==> src/rtl/lane_arbiter_2f.sv <==
// Two-lane round-robin arbiter feeding the shared clk_2f register stage.
// Grants at most one lane per cycle, bounds bursts under contention, registers the winner's word.
module lane_arbiter_2f #(
    parameter int          MAX_BURST = 4,
    parameter logic [31:0] IDLE_WORD = 32'hBCBC_BCBC,
    parameter int          CNT_W     = 16
) (
    input  logic             clk_2f,
    input  logic             reset,
    input  logic             pause,
    input  logic             valid_in_0,
    input  logic [31:0]      data_in_0,
    output logic             ready_0,
    input  logic             valid_in_1,
    input  logic [31:0]      data_in_1,
    output logic             ready_1,
    output logic             valid_out,
    output logic [31:0]      data_out,
    output logic             lane_out,
    output logic [CNT_W-1:0] word_cnt_0,
    output logic [CNT_W-1:0] word_cnt_1
);

    localparam int             BW        = $clog2(MAX_BURST + 1);
    localparam logic [BW-1:0]  BURST_MAX = BW'(MAX_BURST);
    localparam logic [BW-1:0]  BURST_ONE = BW'(1);

    typedef enum logic [1:0] {
        IDLE   = 2'd0,
        SERVE0 = 2'd1,
        SERVE1 = 2'd2
    } state_t;

    state_t          state_reg, state_next;
    logic [BW-1:0]   burst_cnt_reg, burst_cnt_next;
    logic            last_reg, last_next;
    logic [1:0]      grant;

    logic            valid_out_reg;
    logic [31:0]     data_out_reg;
    logic            lane_out_reg;
    logic [CNT_W-1:0] cnt_reg [2];

    // Grant depends only on valids, pause and registered state, never on data.
    always_comb begin
        grant = 2'b00;
        if (!reset && !pause) begin
            case (state_reg)
                IDLE: begin
                    if (valid_in_0 && valid_in_1)
                        grant = last_reg ? 2'b01 : 2'b10;
                    else
                        grant = {valid_in_1, valid_in_0};
                end
                SERVE0: begin
                    if (valid_in_0 && (burst_cnt_reg < BURST_MAX || !valid_in_1))
                        grant = 2'b01;
                    else if (valid_in_1)
                        grant = 2'b10;
                end
                SERVE1: begin
                    if (valid_in_1 && (burst_cnt_reg < BURST_MAX || !valid_in_0))
                        grant = 2'b10;
                    else if (valid_in_0)
                        grant = 2'b01;
                end
                default: grant = 2'b00;
            endcase
        end
    end

    assign ready_0 = grant[0];
    assign ready_1 = grant[1];

    always_comb begin
        state_next     = IDLE;
        burst_cnt_next = '0;
        last_next      = last_reg;
        if (grant[0]) begin
            state_next     = SERVE0;
            last_next      = 1'b0;
            burst_cnt_next = BURST_ONE;
            if (state_reg == SERVE0)
                burst_cnt_next = (burst_cnt_reg == BURST_MAX) ? BURST_MAX
                                                              : burst_cnt_reg + BURST_ONE;
        end else if (grant[1]) begin
            state_next     = SERVE1;
            last_next      = 1'b1;
            burst_cnt_next = BURST_ONE;
            if (state_reg == SERVE1)
                burst_cnt_next = (burst_cnt_reg == BURST_MAX) ? BURST_MAX
                                                              : burst_cnt_reg + BURST_ONE;
        end
    end

    // last resets to 1 so lane 0 wins the first tie after reset.
    always_ff @(posedge clk_2f or posedge reset) begin
        if (reset) begin
            state_reg     <= IDLE;
            burst_cnt_reg <= '0;
            last_reg      <= 1'b1;
        end else begin
            state_reg     <= state_next;
            burst_cnt_reg <= burst_cnt_next;
            last_reg      <= last_next;
        end
    end

    always_ff @(posedge clk_2f or posedge reset) begin
        if (reset) begin
            valid_out_reg <= 1'b0;
            data_out_reg  <= IDLE_WORD;
            lane_out_reg  <= 1'b0;
        end else if (grant[0]) begin
            valid_out_reg <= 1'b1;
            data_out_reg  <= data_in_0;
            lane_out_reg  <= 1'b0;
        end else if (grant[1]) begin
            valid_out_reg <= 1'b1;
            data_out_reg  <= data_in_1;
            lane_out_reg  <= 1'b1;
        end else begin
            valid_out_reg <= 1'b0;
            data_out_reg  <= IDLE_WORD;
        end
    end

    generate
        for (genvar gi = 0; gi < 2; gi++) begin : g_cnt
            always_ff @(posedge clk_2f or posedge reset) begin
                if (reset)
                    cnt_reg[gi] <= '0;
                else if (grant[gi])
                    cnt_reg[gi] <= cnt_reg[gi] + 1'b1;
            end
        end
    endgenerate

    assign valid_out  = valid_out_reg;
    assign data_out   = data_out_reg;
    assign lane_out   = lane_out_reg;
    assign word_cnt_0 = cnt_reg[0];
    assign word_cnt_1 = cnt_reg[1];

endmodule
==> config.mk <==
export PLATFORM = sky130hd
export DESIGN_NAME = lane_arbiter_2f
export DESIGN_NICKNAME = d
export VERILOG_FILES = /design/src/rtl/lane_arbiter_2f.sv
export SDC_FILE = /design/constraint.sdc
export NUM_CORES = 1
export LEC_CHECK = 0
export CAP_MARGIN = 15
export CORE_AREA = 3 3 83 104
export DETAILED_ROUTE_END_ITERATION = 7
export DIE_AREA = 0 0 86 107
export DONT_BUFFER_PORTS = 1
export MAX_ROUTING_LAYER = met4
export PLACE_DENSITY = 0.54
export SETUP_SLACK_MARGIN = 0.1
export SLEW_MARGIN = 30
export SYNTH_ARGS = -nofsm -noshare
export SYNTH_HDL_FRONTEND = slang
export SYNTH_SLANG_ARGS = --single-unit
==> constraint.sdc <==
create_clock -name clk_2f -period 2.02 [get_ports clk_2f]
set_input_delay 0.404 -clock clk_2f [delete_from_list [all_inputs] [get_ports clk_2f]]
set_output_delay 0.404 -clock clk_2f [all_outputs]
set_load 0.02 [all_outputs]
; ---- Word level (Yosys, flattened, before mapping)
; Cells that the tools add are included.
[totals]
mem_bits_ro = 0
memories = 0
ram_bits = 0
latch_bits = 0
register_bits = 72
in_bits = 69
[classes]
n_reduce_logical = 12
addsub = 3
n_mul = 0
n_eq_ne = 3
shift = 0
bitwise = 0
n_lt_le_gt_ge = 1
div_mod_pow = 0
n_mux = 21
[op_table]
columns = op, n
row1 = $mux W32, 2
row2 = $add A16 B1 Y16 const B, 2
row3 = $mux W2, 8
row4 = $mux W3, 5
row5 = $pmux W2 S3, 1
row6 = $mux W1, 5
row7 = $logic_and A1 B1 Y1, 4
row8 = $logic_not A1 Y1, 4
row9 = $add A3 B1 Y3 const B, 1
row10 = $eq A3 B3 Y1 const B, 1
row11 = $lt A3 B3 Y1 const B, 1
row12 = $eq A2 B1 Y1 const B, 1
row13 = $eq A2 B2 Y1 const B, 1
row14 = $logic_not A2 Y1, 1
row15 = $logic_or A1 B1 Y1, 2
row16 = $reduce_bool A2 Y1, 1

; ---- Longest topological paths before layout
; Gate-level depths: netlist of the first run.
[depth]
word_depth = 8
mapped_depth = 8
mapped_depth_nobuf = 6

; ---- Worst setup path after synthesis of the first run
; OpenSTA, ideal clock, no wires.
[synth_path]
path_kind = reg-to-output
startpoint = register state_reg[1]
endpoint = output ready_1
t_required_ns = 1.616
arrival_time_ns = 1.394
setup_slack_ns = 0.222
n_path_buf = 1
stages_incl_launch_ff = 6
path_cell_list = dfrtp_1 > a211oi_2 > nand2_1 > a31o_4 > inv_2 > buf_2
[synth_via]
elab_chain_cells = 3
[synth_lines]
columns = item, line
row1 = "start, declared", 34  ; state_t state_reg, state_next;
row2 = "start signal, assigned", 103  ; state_reg <= state_next;
row3 = "$eq A2 B2 Y1, or another cell as far along", 48  ; case (state_reg)
row4 = $pmux W2 S3 (*), 48
row5 = $mux W2 (*), 47  ; if (!reset && !pause) begin
row6 = "end, declared", 16  ; output logic ready_1,
; Every way passes the cells marked *; elsewhere a longest branch is shown, timed or not.

; ---- Worst setup path after layout of the first run
[layout_path]
startpoint = register state_reg[0]
endpoint = output ready_1
; The elaborated chain is that of the path after synthesis.

==> results of run 1 <==
power by group:
part	switching, mW	internal [mW]
logic	0.382	0.252
registers	0.160	1.59
clock network	0.486	0.517
per-layer routing:
layer	part of all wire	vias up
met5	0	-
met4	0.021	0
met3	0.061	11
met2	0.55	70
met1	0.36	999
li1	-	934
cell usage in the layout (no fill, tap or decap), types with 8 or more instances in the layout:
master and count:
sky130_fd_sc_hd__dfrtp_1 48, sky130_fd_sc_hd__buf_4 25, sky130_fd_sc_hd__nand2_1 21, sky130_fd_sc_hd__dfstp_2 21
sky130_fd_sc_hd__o22a_1 20, sky130_fd_sc_hd__xnor2_1 18, sky130_fd_sc_hd__nand4_1 14, sky130_fd_sc_hd__a22o_1 12
sky130_fd_sc_hd__xor2_1 12, sky130_fd_sc_hd__clkbuf_8 11, sky130_fd_sc_hd__nor2_1 8
synth_stat cells (all sizes together):
library cell | instances | share of area
dfrtp | 51 | 0.42
o221ai | 1 | 0.0049
o21bai | 1 | 0.0025
nand2 | 21 | 0.026
o22a | 20 | 0.057
nor2 | 8 | 0.0099
nand2b | 2 | 0.0041
ha | 4 | 0.016
o211a | 1 | 0.0033
nand4b | 1 | 0.0029
and4 | 1 | 0.0029
a21oi | 2 | 0.0033
o22ai | 1 | 0.0021
xnor2 | 18 | 0.052
and2 | 1 | 0.0021
nand3b | 1 | 0.0025
nor4 | 3 | 0.012
inv | 7 | 0.0086
nor3b | 1 | 0.0041
or3 | 1 | 0.0021
and3 | 6 | 0.012
nor3 | 7 | 0.018
o311a | 1 | 0.0033
nand3 | 7 | 0.013
dfstp | 21 | 0.18
xor2 | 12 | 0.034
or2 | 1 | 0.0021
nand4 | 14 | 0.029
a211oi | 2 | 0.0066
a22o | 12 | 0.034
a31o | 1 | 0.0058
buf | 11 | 0.022
worst max-delay path, delay by kind of cell (launching register included):
family	cells	cell delay, ns
buffers and inverters	2	0.17
and+or+nand+nor	1	0.10
AOI/OAI and AO/OA	2	0.48
DFF	1	0.44
stage by stage:
step / utilization / cell area (µm²) / hold WS, ns / worst slack (ns) / power [mW]
finish: 0.4672 / 3641 / 0.1912 / 0.08390 / 3.389
detailed placement: 0.4189 / 3264 / 0.3618 / 0.2199 / 2.380
global placement: 0.4189 / 3264 / 0.3587 / 0.2626 / 2.372
global route: 0.4672 / 3641 / 0.1763 / -0.02678 / 3.576
floorplan: - / 3050 / 0.4934 / 0.2217 / 2.140
CTS: 0.4594 / 3580 / 0.1698 / 0.04852 / 3.433
worst max path at each step:
stage,from,endpoint,slack (ns)
after detailed placement,state_reg[1],word_cnt_1[9],0.22
after global placement,state_reg[1],word_cnt_1[9],0.26
after global routing,state_reg[0],ready_1,-0.03
after CTS,state_reg[0],ready_1,0.05
after floorplan,state_reg[1],ready_1,0.22
final,state_reg[0],ready_1,0.08
layout make-up:
| cell class | count | share of cell area |
|---|---|---|
| clock buffer | 16 | 0.04674 |
| inverter | 7 | 0.01237 |
| sequential | 72 | 0.5031 |
| timing repair inverter | 1 | 0.001718 |
| timing repair buffer | 32 | 0.08213 |
| multi-input combinational | 151 | 0.3213 |
| tap | 95 | 0.03265 |
timing repair:
item | in CTS | in global routing
hold buffers | 1 | 0
setup endpoints to repair | 2 | 13
buffers inserted | 9 | 1
gates cloned | 2 | 0
resized for setup | 10 | 11
pin swaps | 5 | 3
endpoints found under the hold margin | 29 | 0
kinds of logic (layout without fill, tap and decap cells):
logic type	count (synthesis)	after routing	synth area share
adder cells (fa/ha/maj)	4	4	0.01643
AND/OR/NAND/NOR	75	75	0.1429
XOR/XNOR	30	30	0.08624
flip-flops	72	72	0.6000
buffers and inverters	18	56	0.03080
AO/OA/AOI/OAI	42	42	0.1236
==> results_dict.tcl, run 1 <==
set metrics [dict create \
    setup_viol 0 \
    worstHoldPathCells 1 \
    drv_slew 0 \
    worstPathRequired_ns 1.62 \
    detailedRoute.firstPassIterationCount 4 \
    leakage_nw 1.598 \
    seq_area_frac_synth 0.6000 \
    grt_util_met3 0.03997 \
    vias_per_cell 5.385 \
    drt-initial-drc-count 46 \
    ctsLongestPathBuffers 2 \
    design.final.nets 347 \
    dieHeight_um 107 \
    grt_setup_unrepaired "yes" \
    min_period_over_period 0.9585 \
    drv.max_cap_violation_count 0 \
    netlist_instances 241 \
    finalCriticalPeriod_ns 1.936 \
    drtAntennaViolNets 0 \
    outcome "finished clean" \
    number_of_global_route_vias_before_repair 2148 \
    cts.reportedPaths.clkPinSlew_ns 0.07 \
    syn_avg_cell_area_um2 12.64 \
    reg2reg_to "burst_cnt_reg[1]" \
    antenna_found_initial 0 \
    place_congestion 0.7812 \
    syn_area_mm2 0.003047 \
    type_of_the_setup_path_with_the_least_slack "flop to output port" \
    worst-slew-pin-transition_ns 0.4051 \
    syn-num-nets 314 \
    cp_slowest_cell "sky130_fd_sc_hd__dfrtp_2" \
    holdPathEnd "data_out[26]" \
    detail_route.drc_violations 0 \
    width_of_the_die_um 86 \
    via_count 2014 \
    n_fill_cell 728 \
    timing.critical_path.cells "a211oi_2 > nand2_1 > a31o_4 > inv_4 > buf_8" \
    hold_path.startpoint "data_in_0[26]" \
    crit_path_max_incr_delay_ns 0.44 \
    routed_wirelength_mm 7.038 \
    cp-end-kind "output port" \
    place.detailed.hpwl_mm 4.978 \
    cts_tree "built" \
    start_util 0.3910 \
    tritoncts_num_sinks 72 \
    power_density_mw_per_mm2 930.7 \
    global_route.usage.met1 0.1753 \
    buffer_ports.inserted 0 \
    max_slew_margin 0.7299 \
    design.core.area_mm2 0.007792 \
    multiInputGateArea_mm2 0.001170 \
    setup.reg_to_reg.worst_slack_ns 0.25 \
    cts_buffers 9 \
    hold_class "primary input to flop" \
    setup_total_negative_slack_ns 0 \
    clk-insertion-delay-late_ns 0.34 \
    cp.arrival_ns 1.53 \
    fin_skew_ns 0.004894 \
    reg2regPathDepth 7 \
    die-area_mm2 0.009202 \
    seqCellArea_mm2 0.001832 \
    cts-htree-levels 3 \
    synthToLayoutAreaGrowth_pct 19.51 \
    grt_busiest_layer "met2" \
    yosys_warnings 0 \
    finalHoldViolCount 0 \
    wl_per_cell_um 18.82 \
    grt_max_degree 44 \
    largest_register_ffs 32 \
    grt_util_all_layers 0.1615 \
    grt_pass1_wl_mm 11.05 \
    met2_usage 0.2723 \
    worst_r2r_startpoint "state_reg[0]" \
    final_layout_size_suffix_gt1_frac 0.3082 \
    fmax_ghz 0.5165 \
    dp.cells 345 \
    cts.root.buffer_cell "sky130_fd_sc_hd__clkbuf_8" \
    setup.worst_path.start_class "flop" \
    peakVddDrop_v 0.0005000 \
    timing.critical_path.fanout_max 5 \
    fp-row-count 36 \
    antennaDiodeCount 0 \
    count_of_placed_standard_cells_in_the_final_layout_fillers_left_out 374 \
    boundaryPins 137 \
    synth.distinct_cells 39 \
    synth_seq_cells 72 \
    global_route.overflow_total 0 \
]
Power figures use the tool's default switching activity.
==> run 2: changes to the inputs <==
--- a/config.mk
+++ b/config.mk
@@ -5,7 +5,6 @@
 export SDC_FILE = /design/constraint.sdc
 export NUM_CORES = 1
 export LEC_CHECK = 0
-export CAP_MARGIN = 15
 export CORE_AREA = 3 3 83 104
 export DETAILED_ROUTE_END_ITERATION = 7
 export DIE_AREA = 0 0 86 107
==> results of run 2 <==
The final DEF is identical to that of run 1; final timing and power are the same.
